$ cat config.mk
export PLATFORM = sky130hd
export DESIGN_NAME = dac_cmd_sched
export DESIGN_NICKNAME = d
export VERILOG_FILES = /design/src/rtl/dac_cmd_sched.sv
export SDC_FILE = /design/constraint.sdc
export NUM_CORES = 1
export LEC_CHECK = 0
export CORE_ASPECT_RATIO = 1.1
export CORE_MARGIN = 2
export CORE_UTILIZATION = 45
export DETAILED_ROUTE_END_ITERATION = 16
export PLACE_DENSITY = 0.7
export RECOVER_POWER = 100
export SYNTH_ARGS = -nofsm -noshare
export SYNTH_HDL_FRONTEND = slang
export SYNTH_SLANG_ARGS = --single-unit
$ cat constraint.sdc
create_clock -name clkin -period 5 [get_ports clkin]
set_clock_uncertainty 0.15 [all_clocks]
set_input_delay 1.25 -clock clkin [delete_from_list [all_inputs] [get_ports clkin]]
set_output_delay 1.25 -clock clkin [all_outputs]
set_load 0.01 [all_outputs]
$ cat src/rtl/dac_cmd_sched.sv
// dac_cmd_sched: setpoint store and transfer scheduler for a 4-channel serial DAC.
// Define DAC_REFRESH_EN to add a periodic forced-refresh transfer.
module dac_cmd_sched #(
    parameter int HOLDOFF        = 16,
    parameter int REFRESH_PERIOD = 65536
) (
    input  logic        clkin,
    input  logic        rstn,
    input  logic        host_wen,
    input  logic [1:0]  host_wchan,
    input  logic [15:0] host_wdata,
    output logic        dac_trig,
    input  logic        dac_busy,
    input  logic [3:0]  dac_addr,
    input  logic        dac_flush,
    output logic [31:0] dac_word,
    output logic [3:0]  dirty,
    output logic [15:0] xfer_count
);

    typedef enum logic [2:0] {
        IDLE,
        TRIG,
        WAIT_BUSY,
        XFER,
        HOLD
    } state_t;

    localparam logic [7:0] HOLD_LAST = 8'(HOLDOFF - 1);
    localparam logic [7:0] WAIT_LAST = 8'd3;

    state_t      state;
    logic [7:0]  cnt;
    logic [15:0] setpt [4];
    logic [3:0]  dirty_next;
    logic [1:0]  rd_chan;
    logic [3:0]  cmd;
    logic        start;
    logic        trig_enter;
    logic        refresh_due;
    logic        refresh_xfer;
    logic        unused_addr_bits;

    // Addresses above 3 (the engine's end-of-transfer 4) alias onto channels.
    assign rd_chan          = dac_addr[1:0];
    assign unused_addr_bits = ^dac_addr[3:2];

    assign start      = (|dirty || refresh_due) && !dac_busy;
    assign trig_enter = (state == IDLE) && start;

    assign cmd      = (dirty[rd_chan] || refresh_xfer) ? 4'h3 : 4'h7;
    assign dac_word = {8'h00, cmd, 2'b00, rd_chan, setpt[rd_chan]};

`ifdef DAC_REFRESH_EN
    localparam int TW = $clog2(REFRESH_PERIOD);
    localparam logic [TW-1:0] T_LAST = TW'(REFRESH_PERIOD - 1);

    logic [TW-1:0] timer;

    // Free-running refresh timer, restarted whenever a transfer is launched.
    always_ff @(posedge clkin or negedge rstn) begin
        if (!rstn) begin
            timer       <= '0;
            refresh_due <= 1'b0;
        end else if (trig_enter) begin
            timer       <= '0;
            refresh_due <= 1'b0;
        end else if (!refresh_due) begin
            if (timer == T_LAST) begin
                refresh_due <= 1'b1;
            end else begin
                timer <= timer + 1'b1;
            end
        end
    end

    // Marks a refresh-launched transfer so every word goes out as an update.
    always_ff @(posedge clkin or negedge rstn) begin
        if (!rstn) begin
            refresh_xfer <= 1'b0;
        end else if (state == IDLE) begin
            refresh_xfer <= trig_enter && refresh_due;
        end
    end
`else
    localparam int unused_refresh_period = REFRESH_PERIOD;

    assign refresh_due  = 1'b0;
    assign refresh_xfer = 1'b0;
`endif

    // Setpoint registers, midscale out of reset.
    always_ff @(posedge clkin or negedge rstn) begin
        if (!rstn) begin
            for (int i = 0; i < 4; i++) begin
                setpt[i] <= 16'h8000;
            end
        end else if (host_wen) begin
            setpt[host_wchan] <= host_wdata;
        end
    end

    // Flush clears the addressed channel; a same-edge write re-sets it.
    always_comb begin
        dirty_next = dirty;
        if (dac_flush) begin
            dirty_next[rd_chan] = 1'b0;
        end
        if (host_wen) begin
            dirty_next[host_wchan] = 1'b1;
        end
    end

    // Pending-update flags.
    always_ff @(posedge clkin or negedge rstn) begin
        if (!rstn) begin
            dirty <= 4'b0000;
        end else begin
            dirty <= dirty_next;
        end
    end

    // Transfer sequencer with registered trigger and completion counter.
    always_ff @(posedge clkin or negedge rstn) begin
        if (!rstn) begin
            state      <= IDLE;
            dac_trig   <= 1'b0;
            cnt        <= 8'd0;
            xfer_count <= 16'd0;
        end else begin
            unique case (state)
                IDLE: begin
                    if (start) begin
                        state    <= TRIG;
                        dac_trig <= 1'b1;
                    end
                end
                TRIG: begin
                    state    <= WAIT_BUSY;
                    dac_trig <= 1'b0;
                    cnt      <= 8'd0;
                end
                WAIT_BUSY: begin
                    if (dac_busy) begin
                        state <= XFER;
                    end else if (cnt == WAIT_LAST) begin
                        state <= IDLE;
                    end else begin
                        cnt <= cnt + 8'd1;
                    end
                end
                XFER: begin
                    if (!dac_busy) begin
                        state      <= HOLD;
                        cnt        <= 8'd0;
                        xfer_count <= xfer_count + 16'd1;
                    end
                end
                HOLD: begin
                    if (cnt == HOLD_LAST) begin
                        state <= IDLE;
                    end else begin
                        cnt <= cnt + 8'd1;
                    end
                end
                default: begin
                    state    <= IDLE;
                    dac_trig <= 1'b0;
                end
            endcase
        end
    end

endmodule

==> summary.md <==
| Metric | Value |
|---|---|
| Status | `finished with violations` |
| Failing checks | `max-capacitance violations, max-slew violations` |
| Clock Path Buffers | `2` |
| CP cell instances | `dlygate4sd3_1, buf_12, mux4_2, dlygate4sd3_1` |
| Area leader, netlist | `dfrtp_1` |
| Clk sink count | `96` |
| CTS Root Cell | `clkbuf_8` |
| CP max stage delay | `0.67 ns` |
| First-pass GRT wire length | `14000 microns` |
| Async SR Flop Fraction | `1.00` |
| Routed len/inst | `16.3 microns` |
| Met3 global-route usage | `0.0500` |
| Placer congestion estimate | `0.768` |
| ANT cells | `0` |
| Post-Syn Instances | `325` |
| Chip height | `109 microns` |
| Number of synthesis warnings | `0` |
| Synth Flop Type | `dfrtp_1` |
| Hold/Removal Path Class | `reg -> reg` |
| Core area | `9790 sq um` |
| Number of global-route vias before repair | `2804` |
| Starting Density | `0.459` |
| Final nets | `418` |
| Post-detailed-route via-to-cell ratio | `5.43` |
| Setup violators final | `0` |
| Slowest cell on crit path | `dlygate4sd3_1` |
| Post-CTS Hold Buffers | `0` |
| Count of unique library cells instantiated by Yosys | `44` |
| P_leak | `2.36 nW` |
| Most frequent cells after synthesis | `dfrtp_1, mux2_2, nand2_1` |
| Peak supply drop | `0.000211 V` |
| CTS H-tree lvls | `3` |
| Synth area leaders | `dfrtp_1, mux2_2, mux4_2, buf_4, dfstp_2` |
| Final WL | `8380 microns` |
| Worst EP arrival | `3.31 ns` |
| Post-synth EDFFs | `0` |
| Top-level I/O count | `80` |
| Standard-cell rows | `38` |
| Total track usage | `0.167` |
| Element type at the critical path end | `primary output` |
| Worst-Margin Slew | `1.89 ns` |
| CTS tree | `done` |
| Post-Syn Area | `4490 sq um` |
| DIE WIDTH | `99.3 microns` |
| Register area share after synthesis | `0.536` |
| Filler cells | `856` |
| Max Clock Freq | `212 MHz` |
| Relative slew slack | `-0.259` |
| Drt first pass iters | `5` |
| CP Max Fanout | `19` |
| CP most frequent cell | `dlygate4sd3_1` |
| Class of the most critical setup path | `in -> out` |
| Final ANT Viol Nets | `0` |
| GR Util met1 | `0.221` |
| FF+latch count, synth | `96` |
| Die area | `10800 sq um` |
| Share of layout cells above drive strength 1 | `0.269` |
| WP data required | `3.60 ns` |
| Fin crit share | `0.943` |
| Pins over their slew limit | `78` |
| Grt met2 use | `0.267` |
| Syn Area/Cell | `13.8 sq um` |
| Fin. Hold Viols | `0` |
| Worst Setup Start Kind | `input pin` |
| Buf+Inv Stages, Crit Path | `3` |
| Max cap viols | `1` |
| Number of port buffers | `64` |
| Most Crowded Layer GR | `met2` |
| Initial DRC count | `111` |
| Area Growth Syn to Fin | `19.7%` |
| Most common cell in the netlist | `dfrtp_1` |
| Cell family with most CP delay | `buffers and inverters` |
| Cts repair resizes | `0` |
| Detailed Place HPWL | `5490 microns` |
| Initial antenna violation count | `0` |
| Clock transition at path regs | `0.09 ns` |
| Layout Utilization | `0.549` |
| Final Critical Period | `4.71 ns` |
| Vias after detailed routing | `2793` |
| Setup tns final | `0 ns` |
| Clk Latency, worst-skew pair | `0.36 ns` |
| RSZ-0062 raised after global routing | `no` |
| Total CTS buffers | `9` |
| Postcts setup bufs | `0` |
| Largest net degree at the start of global routing | `78` |
| Gr ovfl total | `0` |
| P per Cell Area | `399 nW/um^2` |
| Share of the synthesized area in the top cell type | `0.512` |
| DRC | `0` |
## placed cells by master, fill, tap and decap left out, drive strengths merged, types with 2 or more instances in the layout
master / instances
dfrtp: 92
mux2: 65
dlygate4sd3: 40
clkdlybuf4s50: 23
nand2: 21
clkbuf: 18
mux4: 17
nor2: 15
conb: 13
xnor2: 11
nand4: 8
xor2: 6
a22o: 6
and3: 6
nand3b: 4
o21ai: 4
a21o: 4
inv: 4
nand3: 4
dfstp: 4
a211o: 3
nor3b: 2
and2: 2
nor4: 2
ha: 2
bufinv: 2
## metal layers
layer	routed length, microns	part of all wire
met2	4070	0.48
met1	3780	0.45
met4	100	0.012
met3	433	0.052
met5	0	0
## metrics by stage
stage	power, mW	hold WS (ns)	std cells	area (sq um)	setup WS (ns)
after CTS	2.21	0.327	514	5410	0.439
after global placement	1.63	0.309	498	5190	0.463
after detailed placement	1.65	0.315	498	5190	0.445
final	2.14	0.321	514	5380	0.287
after global routing	2.28	0.347	514	5380	0.195
after floorplan	1.43	0.324	336	4530	1.37
## cell families (layout without fill, tap and decap cells)
| family | count (synthesis) | after routing | synth area share |
|---|---|---|---|
| AO/OA/AOI/OAI | 22 | 22 | 0.0423 |
| XOR/XNOR | 17 | 17 | 0.0331 |
| adder cells (fa/ha/maj) | 2 | 2 | 0.00557 |
| buffers and inverters | 31 | 89 | 0.0429 |
| flip-flops | 96 | 96 | 0.536 |
| multiplexers | 83 | 83 | 0.251 |
| other | 2 | 13 | 0.00167 |
| AND/OR/NAND/NOR | 72 | 72 | 0.0874 |
## state kept, by name, summed over array words and instances (netlist names)
name and flops:
setpt 64, xfer_count 16, cnt 8, dirty 4, state 3, dac_trig 1
## layout make-up
cell class	count	area, sq um	area share
sequential	96	2410	0.448
multi-input combinational	209	1920	0.357
timing repair buffer	69	672	0.125
tap	120	150	0.0279
clock buffer	13	149	0.0277
clock inverter	3	65.1	0.0121
inverter	4	15.0	0.00279
## power by group
| part | switching, mW | internal (mW) |
|---|---|---|
| Combinational | 0.234 | 0.317 |
| Clock | 0.259 | 0.296 |
| Sequential | 0.116 | 0.923 |
## worst reg2reg max path, stage by stage (launching register included)
cell     delay (ns)
dfrtp_1        0.58
xor2_1         0.19
mux2i_1        0.24
nor4_1         0.95
mux2_2         0.30
## path summary, 6_finish.rpt
path                                      from              to  slack [ns]  depth (start not counted)
max in group asynchronous                 rstn  xfer_count[15]        1.70                          2
min in group asynchronous                 rstn        setpt[3]        1.22                          1
worst max register to register        state[0]          cnt[0]        2.52                          4
worst min register to register  xfer_count[15]  xfer_count[15]        0.32                          1
worst max-delay path               dac_addr[0]     dac_word[2]        0.29                          4
worst min-delay path            xfer_count[15]  xfer_count[15]        0.32                          1
No activity file was read; power rests on OpenSTA's default activity.
